### config.mk
export PLATFORM = sky130hd
export DESIGN_NAME = gray_stream_src
export DESIGN_NICKNAME = d
export VERILOG_FILES = /design/src/rtl/img_pkg.sv /design/src/rtl/sync_fifo.sv /design/src/rtl/gray_stream_src.sv
export SDC_FILE = /design/constraint.sdc
export NUM_CORES = 1
export LEC_CHECK = 0
export CAP_MARGIN = 20
export CORE_MARGIN = 4
export CORE_UTILIZATION = 52
export DETAILED_ROUTE_END_ITERATION = 12
export PLACE_DENSITY_LB_ADDON = 0.1
export SKIP_CTS_REPAIR_TIMING = 1
export SLEW_MARGIN = 20
export SYNTH_ARGS = -nofsm -noshare
export SYNTH_HDL_FRONTEND = slang
export SYNTH_SLANG_ARGS = --single-unit
### constraint.sdc
create_clock -name i_clk -period 2.5 [get_ports i_clk]
set_input_delay 0.5 -clock i_clk [delete_from_list [all_inputs] [get_ports i_clk]]
set_output_delay 0.5 -clock i_clk [all_outputs]
set_load 0.02 [all_outputs]
### src/rtl/img_pkg.sv
// Shared types, default geometry and the grayscale weighting used by the
// pixel stream source.
package img_pkg;

    localparam int DATA_WIDTH_DEF = 12;
    localparam int IMG_W_DEF      = 640;
    localparam int IMG_H_DEF      = 480;

    typedef enum logic [1:0] {
        IDLE,
        STREAM,
        FLUSH,
        DONE
    } state_t;

    // Channels are zero-extended to 32 bits; the sum carries two extra bits,
    // so the quarter-weighted result always fits the channel width.
    function automatic logic [33:0] gray_of(input logic [31:0] r,
                                            input logic [31:0] g,
                                            input logic [31:0] b);
        logic [33:0] sum;
        sum = {2'b00, r} + {1'b0, g, 1'b0} + {2'b00, b};
        return sum >> 2;
    endfunction

endpackage

### src/rtl/sync_fifo.sv
// Small synchronous skid FIFO with a registered occupancy count.
// DEPTH must be a power of two so the pointers wrap naturally.
module sync_fifo #(
    parameter int WIDTH = 12,
    parameter int DEPTH = 4
) (
    input  logic             clk,
    input  logic             rst_n,
    input  logic             push,
    input  logic             pop,
    input  logic [WIDTH-1:0] din,
    output logic [WIDTH-1:0] dout,
    output logic             full,
    output logic             empty
);

    localparam int AW = $clog2(DEPTH);
    localparam int CW = $clog2(DEPTH + 1);

    logic [WIDTH-1:0] mem [DEPTH];
    logic [AW-1:0]    wr_ptr;
    logic [AW-1:0]    rd_ptr;
    logic [CW-1:0]    count;

    assign dout  = mem[rd_ptr];
    assign full  = (count == CW'(DEPTH));
    assign empty = (count == '0);

    always_ff @(posedge clk or negedge rst_n) begin
        if (!rst_n) begin
            wr_ptr <= '0;
            rd_ptr <= '0;
            count  <= '0;
        end else begin
            if (push) wr_ptr <= wr_ptr + 1'b1;
            if (pop)  rd_ptr <= rd_ptr + 1'b1;
            case ({push, pop})
                2'b10:   count <= count + 1'b1;
                2'b01:   count <= count - 1'b1;
                default: ;
            endcase
        end
    end

    // Storage needs no reset; occupancy alone decides what is valid.
    always_ff @(posedge clk) begin
        if (push) mem[wr_ptr] <= din;
    end

endmodule

### src/rtl/gray_stream_src.sv
// Converts handshaked RGB pixels to gray and streams one raster frame,
// followed by zero lines that drain the downstream line buffers.
module gray_stream_src
    import img_pkg::*;
#(
    parameter int DATA_WIDTH  = DATA_WIDTH_DEF,
    parameter int IMG_W       = IMG_W_DEF,
    parameter int IMG_H       = IMG_H_DEF,
    parameter int FLUSH_LINES = 2,
    parameter int FIFO_DEPTH  = 4
) (
    input  logic                  i_clk,
    input  logic                  i_rst_n,
    input  logic                  i_start,
    input  logic                  i_pix_valid,
    output logic                  o_pix_ready,
    input  logic [DATA_WIDTH-1:0] i_r,
    input  logic [DATA_WIDTH-1:0] i_g,
    input  logic [DATA_WIDTH-1:0] i_b,
    output logic                  o_val_valid,
    output logic [DATA_WIDTH-1:0] o_val,
    output logic                  o_sof,
    output logic                  o_eol,
    output logic                  o_busy,
    output logic                  o_done
);

    localparam int NPIX = IMG_W * IMG_H;
    localparam int CW   = $clog2(NPIX + 1);
    localparam int XW   = (IMG_W > 1) ? $clog2(IMG_W) : 1;
    localparam int YW   = (IMG_H + FLUSH_LINES > 1) ? $clog2(IMG_H + FLUSH_LINES) : 1;

    state_t                state;
    logic [CW-1:0]         in_cnt;
    logic [XW-1:0]         x;
    logic [YW-1:0]         y;
    logic [DATA_WIDTH-1:0] gray;
    logic [DATA_WIDTH-1:0] fifo_dout;
    logic                  fifo_full;
    logic                  fifo_empty;
    logic                  push;
    logic                  pop;
    logic                  line_end;
    logic                  last_frame_pix;
    logic                  last_flush_pix;

    assign gray = DATA_WIDTH'(gray_of(32'(i_r), 32'(i_g), 32'(i_b)));

    assign o_pix_ready    = (state == STREAM) && !fifo_full && (in_cnt < CW'(NPIX));
    assign push           = i_pix_valid && o_pix_ready;
    assign pop            = (state == STREAM) && !fifo_empty;
    assign o_busy         = (state == STREAM) || (state == FLUSH);
    assign line_end       = (x == XW'(IMG_W - 1));
    assign last_frame_pix = line_end && (y == YW'(IMG_H - 1));
    assign last_flush_pix = line_end && (y == YW'(IMG_H + FLUSH_LINES - 1));

    sync_fifo #(
        .WIDTH(DATA_WIDTH),
        .DEPTH(FIFO_DEPTH)
    ) u_fifo (
        .clk  (i_clk),
        .rst_n(i_rst_n),
        .push (push),
        .pop  (pop),
        .din  (gray),
        .dout (fifo_dout),
        .full (fifo_full),
        .empty(fifo_empty)
    );

    // x/y track the position of the pixel being emitted, so they keep
    // running through the flush lines and o_eol stays line-accurate.
    always_ff @(posedge i_clk or negedge i_rst_n) begin
        if (!i_rst_n) begin
            state       <= IDLE;
            in_cnt      <= '0;
            x           <= '0;
            y           <= '0;
            o_val       <= '0;
            o_val_valid <= 1'b0;
            o_sof       <= 1'b0;
            o_eol       <= 1'b0;
            o_done      <= 1'b0;
        end else begin
            o_val_valid <= 1'b0;
            o_sof       <= 1'b0;
            o_eol       <= 1'b0;
            o_done      <= 1'b0;
            case (state)
                IDLE: begin
                    if (i_start) begin
                        state  <= STREAM;
                        in_cnt <= '0;
                        x      <= '0;
                        y      <= '0;
                    end
                end
                STREAM: begin
                    if (push) in_cnt <= in_cnt + 1'b1;
                    if (pop) begin
                        o_val       <= fifo_dout;
                        o_val_valid <= 1'b1;
                        o_sof       <= (x == '0) && (y == '0);
                        o_eol       <= line_end;
                        if (line_end) begin
                            x <= '0;
                            y <= y + 1'b1;
                        end else begin
                            x <= x + 1'b1;
                        end
                        if (last_frame_pix) state <= (FLUSH_LINES > 0) ? FLUSH : DONE;
                    end
                end
                FLUSH: begin
                    o_val       <= '0;
                    o_val_valid <= 1'b1;
                    o_eol       <= line_end;
                    if (line_end) begin
                        x <= '0;
                        y <= y + 1'b1;
                    end else begin
                        x <= x + 1'b1;
                    end
                    if (last_flush_pix) state <= DONE;
                end
                DONE: begin
                    o_done <= 1'b1;
                    state  <= IDLE;
                end
                default: state <= IDLE;
            endcase
        end
    end

endmodule

; Word level (Yosys, flattened, before mapping)
; Memory sizes are Yosys's and may differ from the RTL's.
; Cells that the tools add are included.
; W data, S select, Z words.
[word_totals]
memories = 1
regBits = 63
mem_bits_rw = 48
in_bits = 40
output_inout_bits = 18
wordCells = 87
[mem_list]
columns = memory, depth, width, rd, rd_clocked_by_memory_dff, write_ports, line_no
row1 = u_fifo.mem, 4, 12, 1, 0, 1, sync_fifo.sv:20  ; logic [WIDTH-1:0] mem [DEPTH];
[classes]
addsub = 9
reduce_logical = 22
muxes = 28
n_eq_ne = 14
order_cmp = 1
[ops]
columns = operator, n
row1 = $mux W19, 2
row2 = $pmux W19 S2, 1
row3 = $mux W10, 3
row4 = $pmux W10 S3, 1
row5 = $mux W9, 3
row6 = $pmux W9 S3, 1
row7 = $pmux W12 S2, 1
row8 = $add A19 B1 Y19 const B, 1
row9 = $lt A19 B19 Y1 const B, 1
row10 = $eq A9 B9 Y1 const B, 2
row11 = $add A12 B13 Y14, 1
row12 = $add A14 B12 Y14, 1
row13 = $mux W12, 1
row14 = $add A10 B1 Y10 const B, 1
row15 = $eq A10 B10 Y1 const B, 1
row16 = $logic_not A10 Y1, 1
row17 = $add A9 B1 Y9 const B, 1
row18 = $logic_not A9 Y1, 1
row19 = $mux W2, 4
row20 = $pmux W2 S4, 1
row21 = $logic_and A1 B1 Y1, 7
row22 = $mux W1, 7
row23 = $eq A2 B2 Y1 const B, 3
row24 = $ne A2 B2 Y1 const B, 3
row25 = 17 further kinds, 25

; Depth between registers and ports, before layout
; Gate-level depths: netlist of run 1.
[logic_depth]
word_depth = 7
depth_mapped = 12
mapped_depth_nobuf = 12

; Hierarchy
; From an unflattened synthesis of run 1, not the netlist that was laid out.
[unflattened]
cells_unflattened = 511
hier_area_um2 = 5940.7
[by_module_without_submodules]
columns = module, area_per_inst_um2, seq_area_each_um2, cells_per_inst, instances
row1 = gray_stream_src, 3782.4, 1401.3, 412, 1
row2 = sync_fifo, 2158.3, 1616.6, 99, 1

; Least setup slack after synthesis of run 1
; No wires, ideal clock.
[synth_path]
path_type = input-to-reg
from = input port i_r[2]
to = memory u_fifo.mem[0][8], data pin
slack_ps = -242
path_stages = 7
arrival_time_ps = 2464
setup_time_ps = 278
n_path_buf = 0
required_ps = 2222
path_cell_list = fa_1 ha_1 or3_1 o22ai_1 and4b_1 a2111oi_2 xnor2_1
[synth_via]
elab_chain_cells = 2
[synth_rtl]
columns = element, line_no
row1 = from (decl), gray_stream_src.sv:17  ; input logic [DATA_WIDTH-1:0] i_r,
row2 = $add A12 B13 Y14, img_pkg.sv:22  ; sum = {2'b00, r} + {1'b0, g, 1'b0} + {2'b00, b};
row3 = $add A14 B12 Y14, img_pkg.sv:22
row4 = via gray[8], gray_stream_src.sv:37  ; logic [DATA_WIDTH-1:0] gray;
row5 = to (decl), sync_fifo.sv:20
; The timed path passes the listed nets, and every way through them passes these cells.

; Final worst setup path of run 1
; Ends and elaborated chain as after synthesis.

==> results of run 1 <==
## cell families after synthesis
kind of cell	count (synthesis)	share of synthesized area
multiplexers	18	0.0571
AO/OA/AOI/OAI	86	0.100
XOR/XNOR	28	0.0417
buffers and inverters	39	0.0277
adder cells (fa/ha/maj)	39	0.0997
flip-flops	111	0.514
AND/OR/NAND/NOR	175	0.160
## cell usage in the layout, fill, tap and decap left out, types with 4 or more instances in the layout
master	n
a21o_1	4
a21oi_1	7
a22o_1	7
and3_1	12
buf_4	60
clkbuf_16	9
clkbuf_2	6
clkdlybuf4s50_1	28
dfrtp_1	63
dlymetal6s2s_1	21
edfxtp_1	48
fa_1	10
ha_1	18
ha_4	7
inv_1	19
mux4_2	12
nand2_1	49
nand3_1	24
nand4_1	9
nor2_1	24
nor3_1	9
nor4_1	5
o21a_1	7
o21ai_0	16
o21ai_1	10
o31ai_1	6
or3_1	4
xnor2_1	10
xnor2_2	5
xor2_1	12
## critical path, cell delays in order
cell and delay (ps):
buf_6 90, fa_2 490, ha_4 180, or3_4 390, o22ai_4 150, and4b_1 240
a2111oi_4 370, xnor2_2 120
## registers in the layout (all words and copies together) (netlist names)
signal / cells
in_cnt: 19
o_done: 1
o_eol: 1
o_sof: 1
o_val: 12
o_val_valid: 1
state: 2
u_fifo.count: 3
u_fifo.mem: 48
u_fifo.rd_ptr: 2
u_fifo.wr_ptr: 2
x: 10
y: 9
## power groups by stage
stage | Clock, mW | Combinational, mW | Sequential [mW]
after floorplan | 0 | 1.59 | 2.91
after global placement | 0 | 2.54 | 2.85
after detailed placement | 0 | 2.64 | 2.88
after CTS | 1.50 | 2.67 | 2.85
after global routing | 1.57 | 3.16 | 2.91
final | 1.46 | 2.87 | 2.84
## synth_stat cells (9+ instances only)
cell	count
fa_1	13
xnor2_1	15
nor2_1	26
xor2_1	13
ha_1	26
nand4_1	9
inv_1	22
mux4_2	12
edfxtp_1	48
nand3_1	24
nand2_1	50
dfrtp_1	63
clkbuf_1	10
o21ai_1	10
a21oi_1	11
o21ai_0	18
and3_1	12
nor3_1	10
## path summary, 6_finish.rpt
path	from	endpoint	slack [ps]	cells past startpoint
setup / recovery	i_r[2]	u_fifo.mem[0][8]	50	8
hold / removal	i_rst_n	u_fifo.wr_ptr[0]	190	1
setup reg to reg	in_cnt[15]	u_fifo.count[2]	220	11
hold reg to reg	o_val[0]	o_val[0]	480	2
max in group asynchronous	i_rst_n	o_val[3]	1670	2
min in group i_clk	o_val[0]	o_val[0]	480	2
## routing by layer
layer,vias to the layer above,routed length [um]
met1,2164,5370
met3,7,469
met4,0,124
li1,2049,-
met5,-,0
met2,94,6560
## area by class of cell
cell class | instances | area, sq um | share of cell area
flip-flops and latches | 111 | 3020 | 0.395
well taps | 140 | 175 | 0.0229
inverters | 22 | 82.6 | 0.0108
multi-input cells | 346 | 3000 | 0.393
clock inverters | 6 | 75.1 | 0.00983
repair buffers | 118 | 1060 | 0.139
clock buffers | 10 | 229 | 0.0300
## metrics by stage
| step | util | cells |
|---|---|---|
| 6_report | 0.698 | 753 |
| 5_1_grt | 0.698 | 753 |
| 4_1_cts | 0.664 | 744 |
| 3_5_place_dp | 0.636 | 728 |
| 3_3_place_gp | 0.636 | 728 |
| 2_1_floorplan | - | 496 |
==> impl_metrics.env, run 1 <==
export IMPL_crit_path_end_kind="register"
export IMPL_synth_top_cell_area_share=0.268
export IMPL_tightest_slew_ps=685
export IMPL_insertion_delay_ps=340
export IMPL_hold_violations=0
export IMPL_ys_ff_latch=111
export IMPL_min_period_ps=2450
export IMPL_start_kind="input pin"
export IMPL_place_area_sq_um=6950
export IMPL_grt_pass1_vias=4507
export IMPL_clock_sinks=111
export IMPL_setup_viol_count_final=0
export IMPL_synth_area_top_cells="dfrtp_1, edfxtp_1, ha_1, mux4_2, fa_1"
export IMPL_syn_area_sq_um=5870
export IMPL_drtAntennaViolNets=0
export IMPL_numCtsBuffers=9
export IMPL_grt_busiest_layer="met2"
export IMPL_ys_seq_area_frac=0.514
export IMPL_firstDrtPassIters=5
export IMPL_vdd_ir_drop_max_uv=648
export IMPL_core_sq_um=10900
export IMPL_fmax_mhz=408
export IMPL_place_hpwl_um=8780
export IMPL_wl_per_cell_um=16.6
export IMPL_routabilityCongestion=0.805
export IMPL_intPower_mw=4.73
export IMPL_fill_cells=772
export IMPL_max_cap_violations=0
export IMPL_design_area_sq_um=7640
export IMPL_rsz0062_at_grt="yes"
export IMPL_gr_usage_met3=0.0396
export IMPL_fin_worst_skew_ps=7.13
export IMPL_finalHoldWorstSlack_ps=190
export IMPL_drtIter0Drc=262
export IMPL_grt_pass1_wl_um=20700
export IMPL_num_rows=38
export IMPL_fin_crit_sh=0.980
export IMPL_post_place_ws_ps=-645
export IMPL_grt_util_met1=0.248
export IMPL_start_util=0.537
export IMPL_p_leak_nw=3.29
export IMPL_final_max_slew_viol_count=0
export IMPL_synth_edf_count=48
export IMPL_clockBufferDepth=2
export IMPL_switchingPower_mw=2.44
export IMPL_yosysWarningCount=0
export IMPL_cts_tree="yes"
export IMPL_diodes=0
export IMPL_worst_slack_ps=50.8
export IMPL_netlist_instances=496
export IMPL_path_clk_slew_ps=70
export IMPL_setup_worst_path_class="in -> reg"
export IMPL_cts_root_buf="clkbuf_16"
export IMPL_worstPathArrival_ps=2530
export IMPL_io_pins=58
export IMPL_die_area_sq_um=13100
export IMPL_portBuffers=57
export IMPL_antenna_found_initial=0
export IMPL_grt_use_total=0.200
export IMPL_drive_gt1_frac=0.241
export IMPL_synthToLayoutAreaGrowth_pct=30.0
export IMPL_die_y_um=114
export IMPL_async_flop_share=0.568
export IMPL_nets=687
export IMPL_slew_headroom=0.544
export IMPL_switching_share=0.341
export IMPL_drc=0
export IMPL_synth_cell_types=64
export IMPL_power_frac_clock=0.203
export IMPL_worstPathRequired_ps=2580
export IMPL_seq_power_share=0.396
export IMPL_met2_usage=0.351
export IMPL_hold_class="in -> async"
export IMPL_setup_tns_ps=0
export IMPL_vias=4314
export IMPL_synth_top_cell_by_area="dfrtp_1"
export IMPL_grt_max_degree=38
export IMPL_vias_per_cell=5.73
export IMPL_grt_overflow_total=0
export IMPL_postSynthNetCount=575
export IMPL_die_width_um=114
export IMPL_synth_avg_cell_area_sq_um=11.8
export IMPL_power_total_mw=7.17
export IMPL_ctsHtreeMaxLevel=3
export IMPL_crit_path_max_fanout=4
export IMPL_synth_main_ff_cell="dfrtp_1"
export IMPL_comb_power_share=0.400
export IMPL_powerDensity_nw_per_um2=939
export IMPL_status="complete, no violations"
export IMPL_wl_um=12500
(Power assumes the default switching activity.)
==> run 2: changes to the inputs <==
- CORE_UTILIZATION: 52 -> 45
- SYNTH_HIERARCHICAL: unset -> 1
==> run 2 against run 1 <==
  * Sequential power decreased by 7.0%
  * Cell area unchanged
  * Synthesized cell count grew 3.0%
  * Sequential cell count is the same
  * Die area up 16%
  * Clock skew grew 2.2 ps
  * Critical path type unchanged
==> impl_metrics.env, run 2 <==
export IMPL_gr_usage_met3=0.0233
export IMPL_cts_root_buf="clkbuf_16"
export IMPL_io_pins=58
export IMPL_path_cells="dlymetal6s2s_1 -> fa_1 -> nand3_2 -> fa_2 -> nor2b_4 -> o21bai_4 -> a31oi_4 -> a211oi_2 -> buf_4 -> xnor2_4"
export IMPL_cts_tree="yes"
export IMPL_top_regs="u_fifo/mem x48, in_cnt x19, o_val x12"
export IMPL_worstPathRequired_ps=2580
export IMPL_synth_top_cell_by_area="dfrtp_1"
export IMPL_synth_main_ff_cell="dfrtp_1"
export IMPL_top_register="u_fifo/mem"
export IMPL_grt_busiest_layer="met2"
export IMPL_yosysMostFrequentCell="dfrtp_1"
export IMPL_synth_common_cells="dfrtp_1, edfxtp_1, nand2_1"
export IMPL_antenna_found_initial=0
export IMPL_diodes=0
export IMPL_p_leak_nw=3.16
export IMPL_worstPathArrival_ps=2530
export IMPL_ys_seq_area_frac=0.508
export IMPL_drive_gt1_frac=0.176
export IMPL_grt_use_total=0.168
export IMPL_fin_cells=787
export IMPL_path_depth=10
export IMPL_fill_cells=1043
export IMPL_ys_ff_latch=111
export IMPL_vias_per_cell=5.42
export IMPL_clockBufferDepth=2
export IMPL_cp_num_buf_inv=2
export IMPL_numCtsBuffers=9
export IMPL_critPathTopFamily="adder cells"
export IMPL_drtAntennaViolNets=0
export IMPL_tightest_slew_ps=566
export IMPL_netlist_instances=511
export IMPL_grt_max_degree=31
export IMPL_synth_top_cell_area_share=0.265
export IMPL_path_clk_slew_ps=70
export IMPL_insertion_delay_ps=340
export IMPL_syn_area_sq_um=5940
export IMPL_vdd_ir_drop_max_uv=402
export IMPL_place_area_sq_um=7050
export IMPL_setup_tns_ps=0
export IMPL_min_period_ps=2450
export IMPL_grt_pass1_vias=4246
export IMPL_synth_avg_cell_area_sq_um=11.6
export IMPL_final_core_utilization=0.598
export IMPL_synth_cell_types=56
export IMPL_routabilityCongestion=0.839
export IMPL_slew_headroom=0.621
export IMPL_firstDrtPassIters=4
export IMPL_rrSetupSlack_ps=230
export IMPL_portBuffers=57
export IMPL_synth_edf_count=48
export IMPL_fmax_mhz=408
export IMPL_rr_endpoint="u_fifo/count[2]"
export IMPL_grt_util_met1=0.213
export IMPL_grt_pass1_wl_um=20400
export IMPL_core_sq_um=12800
export IMPL_drc=0
export IMPL_postSynthNetCount=591
export IMPL_yosysWarningCount=6
export IMPL_fin_worst_skew_ps=9.32
export IMPL_max_cap_violations=0
export IMPL_ff2ff_path_depth=11
export IMPL_wl_um=12100
export IMPL_largest_reg_flops=48
export IMPL_crit_path_max_fanout=4
export IMPL_rr_startpoint="state[1]"
export IMPL_design_area_sq_um=7640
export IMPL_vias=4263
export IMPL_grt_overflow_total=0
export IMPL_final_common_cell="dfrtp_1"
export IMPL_cp_slowest_cell="fa_1"
export IMPL_start_util=0.465
export IMPL_cp_slowest_stage_delay_ps=540
export IMPL_die_area_sq_um=15100
export IMPL_die_width_um=123
export IMPL_dp_cells=768
export IMPL_synth_area_top_cells="dfrtp_1, edfxtp_1, ha_1, fa_1, mux4_2"
export IMPL_place_hpwl_um=8830
export IMPL_start_kind="input pin"
export IMPL_met2_usage=0.292
export IMPL_drtIter0Drc=249
export IMPL_wl_per_cell_um=15.4
export IMPL_setup_viol_count_final=0
export IMPL_synthToLayoutAreaGrowth_pct=28.6
export IMPL_final_max_slew_viol_count=0
export IMPL_crit_path_end_kind="register"
export IMPL_clock_sinks=111
export IMPL_num_rows=41
export IMPL_die_y_um=123
export IMPL_ctsHtreeMaxLevel=3
export IMPL_setup_worst_path_class="in -> reg"
export IMPL_status="complete, no violations"
export IMPL_hold_class="in -> async"
export IMPL_final_cell_mix="dfrtp_1, edfxtp_1, nand2_1"
export IMPL_async_flop_share=0.568
export IMPL_power_total_mw=7.34
export IMPL_hold_violations=0
export IMPL_fin_crit_sh=0.980
export IMPL_nets=690
export IMPL_powerDensity_nw_per_um2=962
## run 2: changes by cell type in the layout (fill, tap and decap cells not counted), sizes merged, moves of 7 or more
cell	previous run	this run
buf	63	51
and2	3	10
a22oi	0	12
clkdlybuf4s50	28	37
o21ai	28	35
and3	12	5
## run 2: power breakdown
part	total [mW]	switching, mW	internal [mW]
combinational	3.29	1.76	1.53
sequential	2.64	0.298	2.34
clock	1.41	0.610	0.804
## run 2: stage by stage
step | worst slack (ps) | hold WS (ps)
floorplan | 7.75 | 204
global placement | -634 | 483
detailed placement | -744 | 481
CTS | -389 | 120
global route | -38.7 | 154
finish | 50.7 | 112
## run 2: cells by family after synthesis
group,after synthesis,share of synthesized area
mux,17,0.0567
flops,111,0.508
xor+xnor,29,0.0428
compound gates,102,0.117
simple gates,168,0.142
buf+inv,44,0.0329
fa+ha+maj,40,0.101
## run 2: worst register-to-register path, cell delays in order (launching register included)
cell	delay, ps
dfrtp_1	400
inv_1	150
ha_4	180
buf_12	160
inv_1	60
nor2_1	150
ha_1	210
inv_1	70
fa_1	380
xor2_1	150
nor2_1	110
xor2_1	170
## run 2: layout make-up
type                       instances  area, sq um  share of cell area
multi-input combinational        356         2960               0.387
inverter                          25         93.8              0.0123
clock inverter                     3         42.5             0.00557
clock buffer                      13          250              0.0328
timing repair buffer             107         1060               0.139
tap                              172          215              0.0282
sequential                       111         3020               0.395
## run 2: worst max path at each step
stage,slack [ps],end,startpoint
finish,50,u_fifo/mem[3][7],i_g[0]
global route,-40,u_fifo/mem[3][7],i_g[0]
CTS,-390,u_fifo/mem[3][7],i_r[2]
detailed placement,-740,u_fifo/mem[3][7],i_r[2]
global placement,-630,u_fifo/mem[0][7],i_r[2]
floorplan,8,u_fifo/count[2],state[1]
## run 2: layer usage
| layer | vias up | wire, um | part of all wire |
|---|---|---|---|
| met4 | 0 | 217 | 0.018 |
| met1 | 2089 | 5340 | 0.44 |
| li1 | 2083 | - | - |
| met5 | - | 0 | 0 |
| met2 | 76 | 6240 | 0.51 |
| met3 | 15 | 347 | 0.029 |
